`src/rtl/matrix_tx_if.sv`:
```
// Element-write, buffer-read and compiler handshake bundle for matrix_tx_controller.
// The master side is the controller; the slave side is the buffer/compiler/top-level environment.
interface matrix_tx_if #(
  parameter int DIM = 32
);
  localparam int AW = $clog2(DIM * DIM);
  localparam int LW = $clog2(DIM);

  logic          start;
  logic          busy;
  logic          done;
  logic          error;
  logic          rd_en;
  logic [AW-1:0] rd_addr;
  logic [7:0]    rd_data;
  logic          valid_data_in;
  logic [LW-1:0] row_addr;
  logic [LW-1:0] col_addr;
  logic [7:0]    matrix_element;
  logic          data_request;
  logic          valid_data_out;

  modport master (
    input  start, rd_data, valid_data_out,
    output busy, done, error, rd_en, rd_addr, valid_data_in,
           row_addr, col_addr, matrix_element, data_request
  );

  modport slave (
    output start, rd_data, valid_data_out,
    input  busy, done, error, rd_en, rd_addr, valid_data_in,
           row_addr, col_addr, matrix_element, data_request
  );
endinterface

```
`src/rtl/matrix_tx_controller.sv`:
```
// Streams one DIM x DIM matrix from the result buffer into matrix_compiler as addressed
// element writes, then requests the serial stream and counts dibits until it completes.
module matrix_tx_controller #(
  parameter int DIM           = 32,
  parameter int RD_LATENCY    = 2,
  parameter int SETTLE_CYCLES = 7,
  parameter int TIMEOUT       = 4096
) (
  input logic        inter_refclk,
  input logic        rst,
  matrix_tx_if.master bus
);
  localparam int N    = DIM * DIM;
  localparam int AW   = $clog2(N);
  localparam int LW   = $clog2(DIM);
  localparam int CW   = $clog2(4 * N + 1);
  localparam int TW   = $clog2(TIMEOUT + 1);
  localparam int WMAX = (RD_LATENCY > SETTLE_CYCLES) ? RD_LATENCY : SETTLE_CYCLES;
  localparam int WW   = $clog2(WMAX + 1);

  typedef enum logic [2:0] {
    S_IDLE,
    S_LOAD,
    S_DRAIN,
    S_SETTLE,
    S_REQ,
    S_STREAM,
    S_DONE
  } state_t;

  state_t state, next_state;

  logic [AW-1:0] addr;
  logic [WW-1:0] wait_cnt;
  logic [CW-1:0] dibit_cnt;
  logic [TW-1:0] idle_cnt;
  logic          error_q;

  // Read address rides alongside the buffer latency so row/col line up with rd_data.
  logic [RD_LATENCY-1:0] pipe_v;
  logic [AW-1:0]         pipe_a [RD_LATENCY];

  logic load_last, drain_last, settle_last, stream_full, stream_timeout;

  assign load_last      = (addr == AW'(N - 1));
  assign drain_last     = (wait_cnt == WW'(RD_LATENCY - 1));
  assign settle_last    = (wait_cnt == WW'(SETTLE_CYCLES - 1));
  assign stream_full    = bus.valid_data_out && (dibit_cnt == CW'(4 * N - 1));
  assign stream_timeout = !bus.valid_data_out && (idle_cnt == TW'(TIMEOUT - 1));

  always_ff @(posedge inter_refclk) begin
    if (rst) state <= S_IDLE;
    else     state <= next_state;
  end

  always_comb begin
    next_state = state;
    unique case (state)
      S_IDLE:   if (bus.start) next_state = S_LOAD;
      S_LOAD:   if (load_last) next_state = S_DRAIN;
      S_DRAIN:  if (drain_last) next_state = S_SETTLE;
      S_SETTLE: if (settle_last) next_state = S_REQ;
      S_REQ:    next_state = S_STREAM;
      S_STREAM: if (stream_full || stream_timeout) next_state = S_DONE;
      S_DONE:   next_state = S_IDLE;
      default:  next_state = S_IDLE;
    endcase
  end

  always_ff @(posedge inter_refclk) begin
    if (rst) begin
      addr      <= '0;
      wait_cnt  <= '0;
      dibit_cnt <= '0;
      idle_cnt  <= '0;
      error_q   <= 1'b0;
    end else begin
      unique case (state)
        S_IDLE: begin
          addr     <= '0;
          wait_cnt <= '0;
          if (bus.start) error_q <= 1'b0;
        end
        S_LOAD: begin
          addr     <= addr + 1'b1;
          wait_cnt <= '0;
        end
        S_DRAIN:  wait_cnt <= drain_last ? '0 : wait_cnt + 1'b1;
        S_SETTLE: wait_cnt <= wait_cnt + 1'b1;
        S_REQ: begin
          dibit_cnt <= '0;
          idle_cnt  <= '0;
        end
        S_STREAM: begin
          if (bus.valid_data_out) begin
            dibit_cnt <= dibit_cnt + 1'b1;
            idle_cnt  <= '0;
          end else begin
            idle_cnt <= idle_cnt + 1'b1;
          end
          if (stream_timeout) error_q <= 1'b1;
        end
        default: ;
      endcase
    end
  end

  always_ff @(posedge inter_refclk) begin
    if (rst) begin
      pipe_v <= '0;
      for (int unsigned i = 0; i < RD_LATENCY; i++) pipe_a[i] <= '0;
    end else begin
      pipe_v[0] <= (state == S_LOAD);
      pipe_a[0] <= addr;
      for (int unsigned i = 1; i < RD_LATENCY; i++) begin
        pipe_v[i] <= pipe_v[i-1];
        pipe_a[i] <= pipe_a[i-1];
      end
    end
  end

  always_comb begin
    bus.busy           = (state != S_IDLE);
    bus.done           = (state == S_DONE);
    bus.data_request   = (state == S_REQ);
    bus.error          = error_q;
    bus.rd_en          = (state == S_LOAD);
    bus.rd_addr        = (state == S_LOAD) ? addr : '0;
    bus.valid_data_in  = pipe_v[RD_LATENCY-1];
    bus.row_addr       = '0;
    bus.col_addr       = '0;
    bus.matrix_element = '0;
    if (pipe_v[RD_LATENCY-1]) begin
      bus.row_addr       = pipe_a[RD_LATENCY-1][AW-1:LW];
      bus.col_addr       = pipe_a[RD_LATENCY-1][LW-1:0];
      bus.matrix_element = bus.rd_data;
    end
  end
endmodule

```
`src/flat_wrapper.sv`:
```
// flat-port wrapper written by rule: the top's interface ports become plain ports
module matrix_tx_controller_flat 
#(
  parameter int DIM           = 32,
  parameter int RD_LATENCY    = 2,
  parameter int SETTLE_CYCLES = 7,
  parameter int TIMEOUT       = 4096
)
  (inter_refclk, rst, bus_start, bus_rd_data, bus_valid_data_out, bus_busy, bus_done, bus_error, bus_rd_en, bus_rd_addr, bus_valid_data_in, bus_row_addr, bus_col_addr, bus_matrix_element, bus_data_request);
  matrix_tx_if #(.DIM(DIM)) bus_i ();
  input logic inter_refclk;
  input logic rst;
  input wire logic [$bits(bus_i.start)-1:0] bus_start;
  input wire logic [$bits(bus_i.rd_data)-1:0] bus_rd_data;
  input wire logic [$bits(bus_i.valid_data_out)-1:0] bus_valid_data_out;
  output wire logic [$bits(bus_i.busy)-1:0] bus_busy;
  output wire logic [$bits(bus_i.done)-1:0] bus_done;
  output wire logic [$bits(bus_i.error)-1:0] bus_error;
  output wire logic [$bits(bus_i.rd_en)-1:0] bus_rd_en;
  output wire logic [$bits(bus_i.rd_addr)-1:0] bus_rd_addr;
  output wire logic [$bits(bus_i.valid_data_in)-1:0] bus_valid_data_in;
  output wire logic [$bits(bus_i.row_addr)-1:0] bus_row_addr;
  output wire logic [$bits(bus_i.col_addr)-1:0] bus_col_addr;
  output wire logic [$bits(bus_i.matrix_element)-1:0] bus_matrix_element;
  output wire logic [$bits(bus_i.data_request)-1:0] bus_data_request;
  assign bus_i.start = bus_start;
  assign bus_i.rd_data = bus_rd_data;
  assign bus_i.valid_data_out = bus_valid_data_out;
  assign bus_busy = bus_i.busy;
  assign bus_done = bus_i.done;
  assign bus_error = bus_i.error;
  assign bus_rd_en = bus_i.rd_en;
  assign bus_rd_addr = bus_i.rd_addr;
  assign bus_valid_data_in = bus_i.valid_data_in;
  assign bus_row_addr = bus_i.row_addr;
  assign bus_col_addr = bus_i.col_addr;
  assign bus_matrix_element = bus_i.matrix_element;
  assign bus_data_request = bus_i.data_request;
  matrix_tx_controller #(.DIM(DIM), .RD_LATENCY(RD_LATENCY), .SETTLE_CYCLES(SETTLE_CYCLES), .TIMEOUT(TIMEOUT)) u_core (.inter_refclk(inter_refclk), .rst(rst), .bus(bus_i));
endmodule
```
`config.mk`:
```
export PLATFORM = sky130hd
export DESIGN_NAME = matrix_tx_controller_flat
export DESIGN_NICKNAME = d
export VERILOG_FILES = /design/src/rtl/matrix_tx_if.sv /design/src/rtl/matrix_tx_controller.sv /design/src/flat_wrapper.sv
export SDC_FILE = /design/constraint.sdc
export NUM_CORES = 1
export LEC_CHECK = 0
export BUFFER_PORTS_ARGS = -buffer_cell sky130_fd_sc_hd__buf_2
export CAP_MARGIN = 20
export CORE_ASPECT_RATIO = 1.25
export CORE_MARGIN = 2
export CORE_UTILIZATION = 38
export DETAILED_ROUTE_END_ITERATION = 10
export SYNTH_ARGS = -nofsm -noshare
export SYNTH_HDL_FRONTEND = slang
export SYNTH_SLANG_ARGS = --single-unit
```
`constraint.sdc`:
```
create_clock -name inter_refclk -period 2.3 [get_ports inter_refclk]
set_input_delay 0.115 -clock inter_refclk [delete_from_list [all_inputs] [get_ports inter_refclk]]
set_output_delay 0.115 -clock inter_refclk [all_outputs]
set_load 0.01 [all_outputs]
```
==> flow_summary.toml, run 1 <==
[status]
status = "finished clean"

[finish]
syn2layout_area_growth_pct = 19.1
antenna_cells = 0
fill_cells = 730
drive_above_1_share_pct = 19.0
most-common-layout-cells = "dfxtp_1, buf_2, nor2_1"
final_nets = 399
final_common_cell = "dfxtp_1"
multi_input_area_sq_mm = 0.00149
utilization_pct = 46.6
seqCellArea_sq_mm = 0.00130

[grt]
grt_pass1_vias = 2161
grt_overflow_total = 0
antenna_found_initial = 0
grt.total_usage_pct = 15.3
grt_pass1_wl_um = 9890
grt_start_max_net_pins = 21

[pwr]
p_leak_uw = 0.00141
power_density_mw_per_mm2 = 799
ir_worst_vdd_v = 0.000543

[clock_tree]
numCtsBuffers = 9
post_cts_resized = 0
clk_pin_slew_worst_paths_ns = 0.07
cts_tree = "built"
holdBufCountCts = 0
cts_setup_buffers = 0
htreeDepth = 3
cts_root_buf = "clkbuf_8"
clock_tree.buffer_depth = 2
clock_latency_ns = 0.33
cts.sink_count = 65

[critical_path]
cp_max_fo = 5
r2r_setup_slack_ns = 0.38
max_stage_delay_ns = 0.43
rr_worst_depth = 6
r2r-start = "u_core.addr[0]"
worstSetupPathDepth = 6
arrival_ns = 2.18
path_cells = "ha_1 -> nand3_1 -> nor3_1 -> o221ai_1 -> or3b_1 -> a21oi_1"
worstReg2RegEnd = "u_core.state[0]"
start_kind = "register"
worst-endpoint-required_ns = 2.56
cp-end-kind = "register"
setup.worst_path.class = "register to register"
cpLargestDelayFamily = "simple AND/OR/NAND/NOR gates"
path_buf_inv = 0
slowest_stage = "dfxtp_1"

[yosys]
synth_cell_type_count = 45
ys_ff_latch = 65
yosysSeqAreaShare_pct = 45.2
ys_warn_count = 0
ys_async_sr_fraction_pct = 0
synth_nets = 353
yosysTopAreaCellShare_pct = 45.2
synthCells = 335
yosys-top-cells-area = "dfxtp_1, and2_1, nor2b_1, nor2_1, xor2_1"
synth-edff-count = 0
synthesis.area_sq_mm = 0.00288
synth_largest_area_cell = "dfxtp_1"
synth_area_per_cell_sq_um = 8.60
synth_ff_type = "dfxtp_1"

[route]
vias = 2399
dr.first_iter.drc_count = 109
drt_pre_antenna_iters = 4
wire_per_inst_um = 12.0
via_per_inst = 5.03
wl_um = 5740
ant_nets = 0
drc_errors = 0

[die]
dieArea_sq_mm = 0.00830
fp.dieH_um = 101
core-area_sq_mm = 0.00736
start_util_pct = 39.2
die_w_um = 81.9
ioPinCount = 46
rows = 35

[job]
drv_cap = 0

[timing]
finalHoldViolCount = 0
period_share_pct = 83.5
fin_crit_ns = 1.92
slew_viol_final = 0
rsz0062_at_grt = "no"
setup_viol = 0
max_slew_margin_pct = 62.5
finClkSkew_ns = 0.00564
setup_tns_ns = 0
timing.fmax_mhz = 521
worst_pin_slew_ns = 0.562

[place]
dpl.hpwl_um = 4100
portBuffers = 45
place_congestion = 0.779

[worst_hold_path]
whs_path_depth = 4
hp-class = "input port to register"
hold_end = "u_core.bus.error"
min_from = "bus_start"
## flip-flops by register name, indices dropped and copies added, names as in the netlist
| register | cells |
|---|---|
| u_core.addr | 10 |
| u_core.bus.error | 1 |
| u_core.dibit_cnt | 13 |
| u_core.idle_cnt | 13 |
| u_core.pipe_a | 20 |
| u_core.pipe_v | 2 |
| u_core.state | 3 |
| u_core.wait_cnt | 3 |
## report_power, final
part | internal [uW] | switching [uW] | total [uW]
combinational | 154 | 209 | 362
sequential | 1170 | 76.2 | 1240
clock | 710 | 426 | 1140
## worst max path at each step
stage	startpoint	end	slack (ns)
global route	u_core.state[0]	bus_rd_addr[7]	0.19
global placement	u_core.addr[0]	u_core.state[0]	0.47
detailed placement	u_core.addr[0]	u_core.state[0]	0.36
CTS	u_core.addr[0]	u_core.state[0]	0.34
finish	u_core.addr[0]	u_core.state[0]	0.38
floorplan	u_core.wait_cnt[0]	u_core.state[0]	0.64
## worst register-to-register path: cells and delay by family (launching register included)
| kind | cells | cell delay [ns] |
|---|---|---|
| simple gates | 3 | 0.87 |
| flops | 1 | 0.43 |
| compound gates | 2 | 0.34 |
| fa+ha+maj | 1 | 0.22 |
## routing by layer
layer	up-vias	global-route usage, %	wire length (um)
li1	1231	-	-
met1	1103	19.9	2660
met2	59	23.9	2690
met3	6	3.83	294
met4	0	6.67	90
met5	-	0	0
## metrics by stage
| step | instances | setup WS (ns) | total power [uW] | hold slack (ns) | area (sq um) |
|---|---|---|---|---|---|
| 4_1_cts | 477 | 0.344 | 2770 | 0.101 | 3430 |
| 3_3_place_gp | 462 | 0.473 | 1620 | 0.417 | 3200 |
| 2_1_floorplan | 335 | 0.638 | 1510 | 0.289 | 2880 |
| 3_5_place_dp | 462 | 0.360 | 1630 | 0.421 | 3200 |
| 6_report | 477 | 0.380 | 2740 | 0.115 | 3430 |
| 5_1_grt | 477 | 0.189 | 2890 | 0.130 | 3430 |
## cell usage after synthesis, types with 2 or more instances
| cell type | n |
|---|---|
| nand4_1 | 9 |
| xnor2_1 | 3 |
| dfxtp_1 | 65 |
| nand2b_1 | 5 |
| ha_1 | 6 |
| and3_1 | 2 |
| clkbuf_1 | 12 |
| nor3_1 | 7 |
| buf_2 | 3 |
| or3_1 | 6 |
| and2_1 | 29 |
| nor3b_1 | 3 |
| o21ai_0 | 18 |
| a211oi_1 | 2 |
| inv_1 | 7 |
| xor2_1 | 14 |
| nor2_1 | 40 |
| nor2b_1 | 26 |
| a21oi_1 | 18 |
| nand3_1 | 11 |
| nand3b_1 | 2 |
| nand2_1 | 22 |
| mux2_2 | 2 |
| and4_1 | 2 |
## layout make-up
type	count	area share, %
timing repair buffer	50	7.66
inverter	7	0.766
multi-input combinational	248	43.5
sequential	65	37.9
tap	92	3.36
clock inverter	6	3.14
clock buffer	9	3.61
## logic make-up after synthesis
| logic type | Yosys count | share of synthesized area, % |
|---|---|---|
| AOI/OAI and AO/OA | 48 | 9.81 |
| xor gates and xnor gates | 17 | 5.17 |
| adders and majority gates | 6 | 2.61 |
| buffers and inverters | 22 | 3.00 |
| DFF | 65 | 45.2 |
| muxes | 2 | 0.782 |
| and+or+nand+nor | 175 | 33.5 |
No activity file was read; power rests on OpenSTA's default activity.
==> run 2: changes to the inputs <==
==> constraint.sdc (replaced) <==
create_clock -name inter_refclk -period 1.73 [get_ports inter_refclk]
set_input_delay 0.0865 -clock inter_refclk [delete_from_list [all_inputs] [get_ports inter_refclk]]
set_output_delay 0.0865 -clock inter_refclk [all_outputs]
set_load 0.01 [all_outputs]
==> run 2 against run 1 <==
Against the previous run: total power is 31% higher; critical path depth stayed put; sequential share of layout area is 1.9 points lower; count of clock-buffer cells in the layout stayed put.
==> flow_summary.toml, run 2 (same netlist as run 1, synthesis figures left out) <==
[die]
fp.dieH_um = 101
core-area_sq_mm = 0.00736
ioPinCount = 46
dieArea_sq_mm = 0.00830
die_w_um = 81.9
rows = 35
start_util_pct = 39.2

[critical_path]
r2r_setup_slack_ns = 0.08
rr_worst_depth = 6
start_kind = "register"
cp-end-kind = "register"
worst-endpoint-required_ns = 2.01
arrival_ns = 1.93
setup.worst_path.class = "register to register"
cp_max_fo = 4

[route]
ant_nets = 0
vias = 2507
dr.first_iter.drc_count = 86
drt_pre_antenna_iters = 4
via_per_inst = 4.99
wire_per_inst_um = 12.3
wl_um = 6190
drc_errors = 0

[clock_tree]
cts.sink_count = 65
cts_root_buf = "clkbuf_8"
htreeDepth = 3
clock_latency_ns = 0.35
clk_pin_slew_worst_paths_ns = 0.08
clock_tree.buffer_depth = 2
numCtsBuffers = 9
cts_tree = "built"

[finish]
regMostFlops = "u_core.pipe_a"
final_common_cell = "dfxtp_1"
antenna_cells = 0
multi_input_area_sq_mm = 0.00153
most-common-layout-cells = "dfxtp_1, buf_2, nor2_1"
fin_area_sq_mm = 0.00364
syn2layout_area_growth_pct = 26.4
final_nets = 423
seqCellArea_sq_mm = 0.00131
fill_cells = 713
reg.largest.list = "u_core.pipe_a x20, u_core.dibit_cnt x13, u_core.idle_cnt x13"
largest_reg_flops = 20
drive_above_1_share_pct = 27.8

[timing]
timing.fmax_mhz = 605
period_share_pct = 95.6
slew_viol_final = 0
finalHoldViolCount = 0
finClkSkew_ns = 0.0129
setup_viol = 0
fin_crit_ns = 1.65
worst_pin_slew_ns = 0.397
rsz0062_at_grt = "yes"
whs_ns = 0.0825
max_slew_margin_pct = 73.4

[worst_hold_path]
hp-class = "input port to register"
whs_path_depth = 4

[status]
status = "finished clean"

[pwr]
intPower_uw = 2540
combPwrFrac_pct = 18.8
switchingPower_uw = 1060
p_leak_uw = 0.00152
power_frac_seq_pct = 44.7
power_density_mw_per_mm2 = 987
netSwitchingFraction_pct = 29.4
power_frac_clock_pct = 36.4
ir_worst_vdd_v = 0.000577

[grt]
grt_pass1_wl_um = 10000
grt_pass1_vias = 2286
antenna_found_initial = 0
grt.total_usage_pct = 15.7
grt_start_max_net_pins = 21
grt_overflow_total = 0

[place]
dpl.hpwl_um = 4480
portBuffers = 45
place_congestion = 0.782
dpl-instance-area_sq_mm = 0.00337

[job]
drv_cap = 0
-- run 2: worst max-delay path, stage by stage, from the launching register on --
cell	delay, ns
dfxtp_1	0.37
ha_2	0.21
and3_1	0.22
nand4_1	0.14
o211a_1	0.25
o31a_1	0.30
nor2_1	0.11
-- run 2: metal layers --
metal,track usage (%),routed length [um]
met1,18.0,2790
met2,27.2,3010
met3,3.30,307
met4,7.69,92
met5,0,0
-- run 2: final timing paths --
check	from	end
setup / recovery	u_core.idle_cnt[1]	u_core.state[1]
hold / removal	bus_start	u_core.bus.error
setup reg to reg	u_core.idle_cnt[1]	u_core.state[1]
hold reg to reg	u_core.pipe_a[0][6]	u_core.pipe_a[0][16]
-- run 2: layout make-up --
cell class	count	share of cell area, %
clock buffer	9	3.40
clock inverter	7	2.20
sequential	65	36.0
tap	92	3.16
timing repair buffer	74	12.4
multi-input combinational	248	42.1
inverter	7	0.721
-- run 2: what timing repair did --
item / 4_1_cts / 5_1_grt
pin swaps: 2 / 1
setup buffers: 1 / 0
setup endpoints to repair: 3 / 15
hold endpoints to repair: 0 / 0
gates resized for setup: 4 / 17
hold buffers: 0 / 0
-- run 2: stage by stage --
step	power [uW]	cells	util, %	worst slack [ns]	setup TNS [ns]
final	3590	502	49.5	0.0767	0
after detailed placement	2280	485	45.8	0.0237	0
after global routing	3780	502	49.5	-0.00829	-0.00829
after CTS	3590	502	48.8	0.00878	0
after floorplan	2000	335	-	0.0682	0
after global placement	2260	485	45.8	0.0620	0
-- run 2: power by group through the flow --
stage	clock network, uW	registers [uW]	logic (uW)
after CTS	1330	1610	650
after global routing	1400	1620	757
after detailed placement	0	1640	640
after floorplan	0	1620	388
after global placement	0	1630	629
final	1310	1610	677
